--- src/rtl/fan_sleep_timer.sv ---
// Fan sleep (off-delay) timer: button steps OFF -> preset0..N-1 -> OFF, each step restarts a BCD countdown.
// Optional build macro FAN_TIMER_SECONDS_DISPLAY_EN shows MM:SS on the display during the final hour.
module fan_sleep_timer #(
    parameter int                         NUM_PRESETS  = 3,
    parameter logic [8*NUM_PRESETS-1:0]   PRESET_HOURS = 24'h05_03_01,
    parameter int                         CLK_PER_SEC  = 100_000_000,
    parameter int                         SEC_PER_MIN  = 60
) (
    input  logic                   clk,
    input  logic                   reset_p,
    input  logic                   btn,
    input  logic                   cancel,
    output logic [NUM_PRESETS:0]   mode,
    output logic [15:0]            value,
    output logic                   running,
    output logic                   timeout,
    output logic                   fan_stop
);

    localparam int              MW        = NUM_PRESETS + 1;
    localparam int              PW        = $clog2(CLK_PER_SEC);
    localparam logic [PW-1:0]   PRESC_MAX = PW'(CLK_PER_SEC - 1);
    localparam logic [2:0]      LAST_SEL  = 3'(NUM_PRESETS - 1);
    localparam logic [7:0]      SS_RELOAD = {4'((SEC_PER_MIN - 1) / 10), 4'((SEC_PER_MIN - 1) % 10)};

    typedef enum logic [1:0] {
        IDLE    = 2'd0,
        RUN     = 2'd1,
        EXPIRED = 2'd2
    } state_t;

    state_t          state, state_n;
    logic [2:0]      sel, sel_n;
    logic [7:0]      hh, hh_n, mm, mm_n, ss, ss_n;
    logic [PW-1:0]   presc, presc_n;
    logic            sec_tick, expire;

    logic [MW-1:0]   mode_n;
    logic [15:0]     value_n;
    logic            running_n, timeout_n, fan_stop_n;

    // Two-digit BCD decrement; callers never pass 00, so the tens digit cannot underflow.
    function automatic logic [7:0] bcd_dec(input logic [7:0] d);
        logic [7:0] r;
        if (d[3:0] == 4'd0)
            r = {d[7:4] - 4'd1, 4'd9};
        else
            r = {d[7:4], d[3:0] - 4'd1};
        return r;
    endfunction

    function automatic logic [7:0] preset_hours(input logic [2:0] i);
        logic [7:0] r;
        r = 8'h00;
        for (int k = 0; k < NUM_PRESETS; k++) begin
            if (3'(k) == i)
                r = PRESET_HOURS[8*k +: 8];
        end
        return r;
    endfunction

    assign sec_tick = (state == RUN) && (presc == PRESC_MAX);
    // The tick that would land on 00:00:00 goes straight to EXPIRED, so the pulse lands exactly H hours after the load.
    assign expire   = sec_tick && (hh == 8'h00) && (mm == 8'h00) && (ss == 8'h01);

    always_ff @(posedge clk) begin
        if (reset_p)
            state <= IDLE;
        else
            state <= state_n;
    end

    always_comb begin
        state_n   = state;
        sel_n     = sel;
        hh_n      = hh;
        mm_n      = mm;
        ss_n      = ss;
        presc_n   = '0;
        timeout_n = 1'b0;

        if (cancel || (btn && state == RUN && sel == LAST_SEL)) begin
            state_n = IDLE;
            sel_n   = 3'd0;
            hh_n    = 8'h00;
            mm_n    = 8'h00;
            ss_n    = 8'h00;
        end else if (btn) begin
            state_n = RUN;
            sel_n   = (state == RUN) ? sel + 3'd1 : 3'd0;
            hh_n    = preset_hours(sel_n);
            mm_n    = 8'h00;
            ss_n    = 8'h00;
        end else if (state == RUN) begin
            if (!sec_tick) begin
                presc_n = presc + 1'b1;
            end else if (expire) begin
                state_n   = EXPIRED;
                timeout_n = 1'b1;
                sel_n     = 3'd0;
                hh_n      = 8'h00;
                mm_n      = 8'h00;
                ss_n      = 8'h00;
            end else if (ss != 8'h00) begin
                ss_n = bcd_dec(ss);
            end else begin
                ss_n = SS_RELOAD;
                if (mm != 8'h00) begin
                    mm_n = bcd_dec(mm);
                end else begin
                    hh_n = bcd_dec(hh);
                    mm_n = 8'h59;
                end
            end
        end

        running_n  = (state_n == RUN);
        fan_stop_n = (state_n == EXPIRED);
        mode_n     = running_n ? (MW'(2) << sel_n) : MW'(1);
        value_n    = 16'h0000;
        if (running_n) begin
`ifdef FAN_TIMER_SECONDS_DISPLAY_EN
            value_n = (hh_n == 8'h00) ? {mm_n, ss_n} : {hh_n, mm_n};
`else
            value_n = {hh_n, mm_n};
`endif
        end
    end

    // Counters and outputs are registered from the same next-state decode so they never disagree.
    always_ff @(posedge clk) begin
        if (reset_p) begin
            sel      <= 3'd0;
            hh       <= 8'h00;
            mm       <= 8'h00;
            ss       <= 8'h00;
            presc    <= '0;
            mode     <= MW'(1);
            value    <= 16'h0000;
            running  <= 1'b0;
            timeout  <= 1'b0;
            fan_stop <= 1'b0;
        end else begin
            sel      <= sel_n;
            hh       <= hh_n;
            mm       <= mm_n;
            ss       <= ss_n;
            presc    <= presc_n;
            mode     <= mode_n;
            value    <= value_n;
            running  <= running_n;
            timeout  <= timeout_n;
            fan_stop <= fan_stop_n;
        end
    end

endmodule
--- config.mk ---
export PLATFORM = sky130hd
export DESIGN_NAME = fan_sleep_timer
export DESIGN_NICKNAME = d
export VERILOG_FILES = /design/src/rtl/fan_sleep_timer.sv
export SDC_FILE = /design/constraint.sdc
export NUM_CORES = 1
export LEC_CHECK = 0
export ABC_AREA = 1
export CORE_MARGIN = 8
export CORE_UTILIZATION = 55
export DETAILED_ROUTE_END_ITERATION = 8
export PLACE_DENSITY_LB_ADDON = 0.12
export SYNTH_ARGS = -nofsm -noshare
export SYNTH_HDL_FRONTEND = slang
export SYNTH_SLANG_ARGS = --single-unit
--- constraint.sdc ---
create_clock -name clk -period 2.2 [get_ports clk]
set_input_delay 0.44 -clock clk [delete_from_list [all_inputs] [get_ports clk]]
set_output_delay 0.44 -clock clk [all_outputs]
set_load 0.05 [all_outputs]
==> run metrics <==
CTS Buf Count 9; final weighted congestion in routability-driven placement 0.907; H-Tree Depth 3; Clk Latency, worst-skew pair 0.36 ns; slew margin rel. 63.7%; crit path launch type flop; number of setup buffers added after CTS 0; Tmin final 2.08 ns; reg2reg start presc[0]$_SDFF_PP0_; CTS max path bufs 2; # DRC 0; CP Max Fanout 7; Initial DRT Pass Iterations 5; most common cell in the synthesized netlist nor2_1; Gate power share 4.4%; Max Cap Viol 0; setup TNS 0 ns; CTS resizes 0; Int Power 2.35 mW; ANT nets after route 0; Sink Count 79; crit share post-route 94.6%; die height 99.6 um; Layout area overhead 22.5%; endpoints failing setup 0; unrepaired setup endpoints after global routing yes; post-route setup slack 0.118 ns; # diodes 0; largest area contributor in the netlist dfxtp_1; crit end category flop; final core utilization 69.2%; Rows 30; WS Path Type flop to flop; register clock-pin slew on the reported worst setup and hold paths 0.08 ns; Worst VDD drop 0.638 mV; Core ar. 6790 um^2; layout filler cell count 585; arrival time worst endpoint 2.38 ns; Clock Power Share 47.5%; Main synth FF type dfxtp_1; vias in the first global route 3232; CP endpoint value[4]$_SDFF_PP0_; Seq/Total Area, Yosys 41.2%; Synth Instances 531; RR Endpoint value[4]$_SDFF_PP0_; Final Max Slew Viols 0; wire per inst 13.2 um; Initial DRC Count 281; synthesized cell area 3840 um^2; Hold Fails Final Rpt 0; CP required 2.49 ns; Final #Nets 602; CTS tree built; met2 WL 4030 um; flop2flop setup slack 0.12 ns; Post-Place Worst Slack -0.00877 ns; die area 9910 um^2; Post-Syn Nets 545; Leak Pwr 1.82 nW; Worst Reg-to-Reg Cells 11; Ports 27; Least-Margin Pin Slew 0.541 ns; grt total ovfl 0; Root Driver clkbuf_8; Synth area leaders dfxtp_1 41%, nor2_1 9.7%, nand2_1 9.0%; Ys Warns 0; routed wire length 9120 um; Post-Syn Area per Cell 7.23 um^2; critical path launch point presc[0]$_SDFF_PP0_; routed wl met3 541 um; Switch Pwr 0.640 mW; Initial Utilization 56.5%; Async S/R FF share, synth 0%; Top Metal Used met4; DP Wirelength 6910 um; # port buffers 26; antenna violations before repair 0; Worst Skew 0.0106 ns; status complete, no violations; pin count of the biggest net entering global routing 25; die width 99.6 um; Tot GR Track Use 19.2%; Distinct cells, synth 43; post-synth top area share 41.2%; Metal-1 WL 4410 um; vias per cell 5.29; switch share 21.4%; register bit total from synthesis 79; layout cells sized above 1 14.3%; fmax 480 MHz; Post-synth EDFFs 0; Min-Delay Path Class flop to flop; Pwr per Cell Area 636 nW/um^2; hold_buf cts 0; Flop pwr share 48.2%; Vias 3642; Synth top cells by count 99 x nor2_1, 92 x nand2_1, 79 x dfxtp_1, 64 x inv_1, 36 x nand3_1; first-pass GRT wire length 15400 um
-- area by class of cell --
| cell class | instances | area, um^2 | share of cell area, % |
|---|---|---|---|
| clock buffer | 9 | 124 | 2.63 |
| sequential | 79 | 1580 | 33.6 |
| multi-input combinational | 376 | 1990 | 42.4 |
| timing repair buffer | 54 | 483 | 10.3 |
| inverter | 68 | 258 | 5.48 |
| clock inverter | 7 | 144 | 3.06 |
| tap | 96 | 120 | 2.55 |
-- critical path: stages, from the launching register on --
cell	delay (ns)
dfxtp_1	0.36
ha_1	0.17
nand2_1	0.08
nor2_2	0.15
nand2_1	0.15
nor2_1	0.16
nand3_2	0.19
nor2_2	0.27
o21ai_0	0.13
o21ai_0	0.11
nand2_1	0.12
nor2_1	0.12
-- cell families (layout without fill, tap and decap cells) --
kind of cell    count (synthesis)  after routing  synth area share (%)
compound gates                 51             51                  8.11
xor+xnor                       12             12                  2.74
fa+ha+maj                      10             10                  3.26
buf+inv                        76            138                  7.82
flops                          79             79                  41.2
simple gates                  303            303                  36.9
-- cell usage in the layout, fill, tap and decap left out, types with 12 or more instances in the layout --
| cell | instances |
|---|---|
| nor2_1 | 94 |
| nand4_1 | 13 |
| buf_4 | 27 |
| dfxtp_1 | 79 |
| nor3_1 | 19 |
| nand2_1 | 91 |
| nand3_1 | 35 |
| a21oi_1 | 17 |
| o21ai_0 | 17 |
| inv_1 | 64 |
| clkdlybuf4s50_1 | 26 |
| nor2_2 | 12 |
-- worst min path at each step --
stage	startpoint	to	slack (ns)	depth (start not counted)
after global routing	presc[0]$_SDFF_PP0_	presc[0]$_SDFF_PP0_	0.49	1
final	presc[0]$_SDFF_PP0_	presc[0]$_SDFF_PP0_	0.45	1
after floorplan	presc[0]$_SDFF_PP0_	presc[0]$_SDFF_PP0_	0.42	1
after global placement	presc[0]$_SDFF_PP0_	presc[0]$_SDFF_PP0_	0.43	1
after detailed placement	presc[0]$_SDFF_PP0_	presc[0]$_SDFF_PP0_	0.44	1
after CTS	presc[0]$_SDFF_PP0_	presc[0]$_SDFF_PP0_	0.45	1
-- power by group through the flow --
stage | Clock (mW) | Sequential (mW) | Combinational, mW
5_1_grt | 1.51 | 1.44 | 0.142
2_1_floorplan | 0 | 1.49 | 0.0673
6_report | 1.42 | 1.44 | 0.130
4_1_cts | 1.44 | 1.44 | 0.128
3_3_place_gp | 0 | 1.48 | 0.126
3_5_place_dp | 0 | 1.48 | 0.127
-- stage by stage --
stage               hold slack [ns]  cells  total power, mW  cell area [um^2]
floorplan                     0.418    531             1.56              3840
global placement              0.430    673             1.60              4400
detailed placement            0.436    673             1.60              4400
CTS                           0.452    689             3.01              4670
global route                  0.492    689             3.10              4700
finish                        0.450    689             2.99              4700
-- state kept, by name, summed over array words and instances (netlist names), 2 cells and up --
signal	cells
ss	8
value	16
mode	4
mm	8
hh	8
state	2
presc	27
sel	3
-- routing by layer --
layer	vias up	GRT usage [%]
met2	127	28.6
li1	1845	-
met5	-	0
met1	1654	26.1
met4	0	6.87
met3	16	4.47
(Power assumes the default switching activity.)
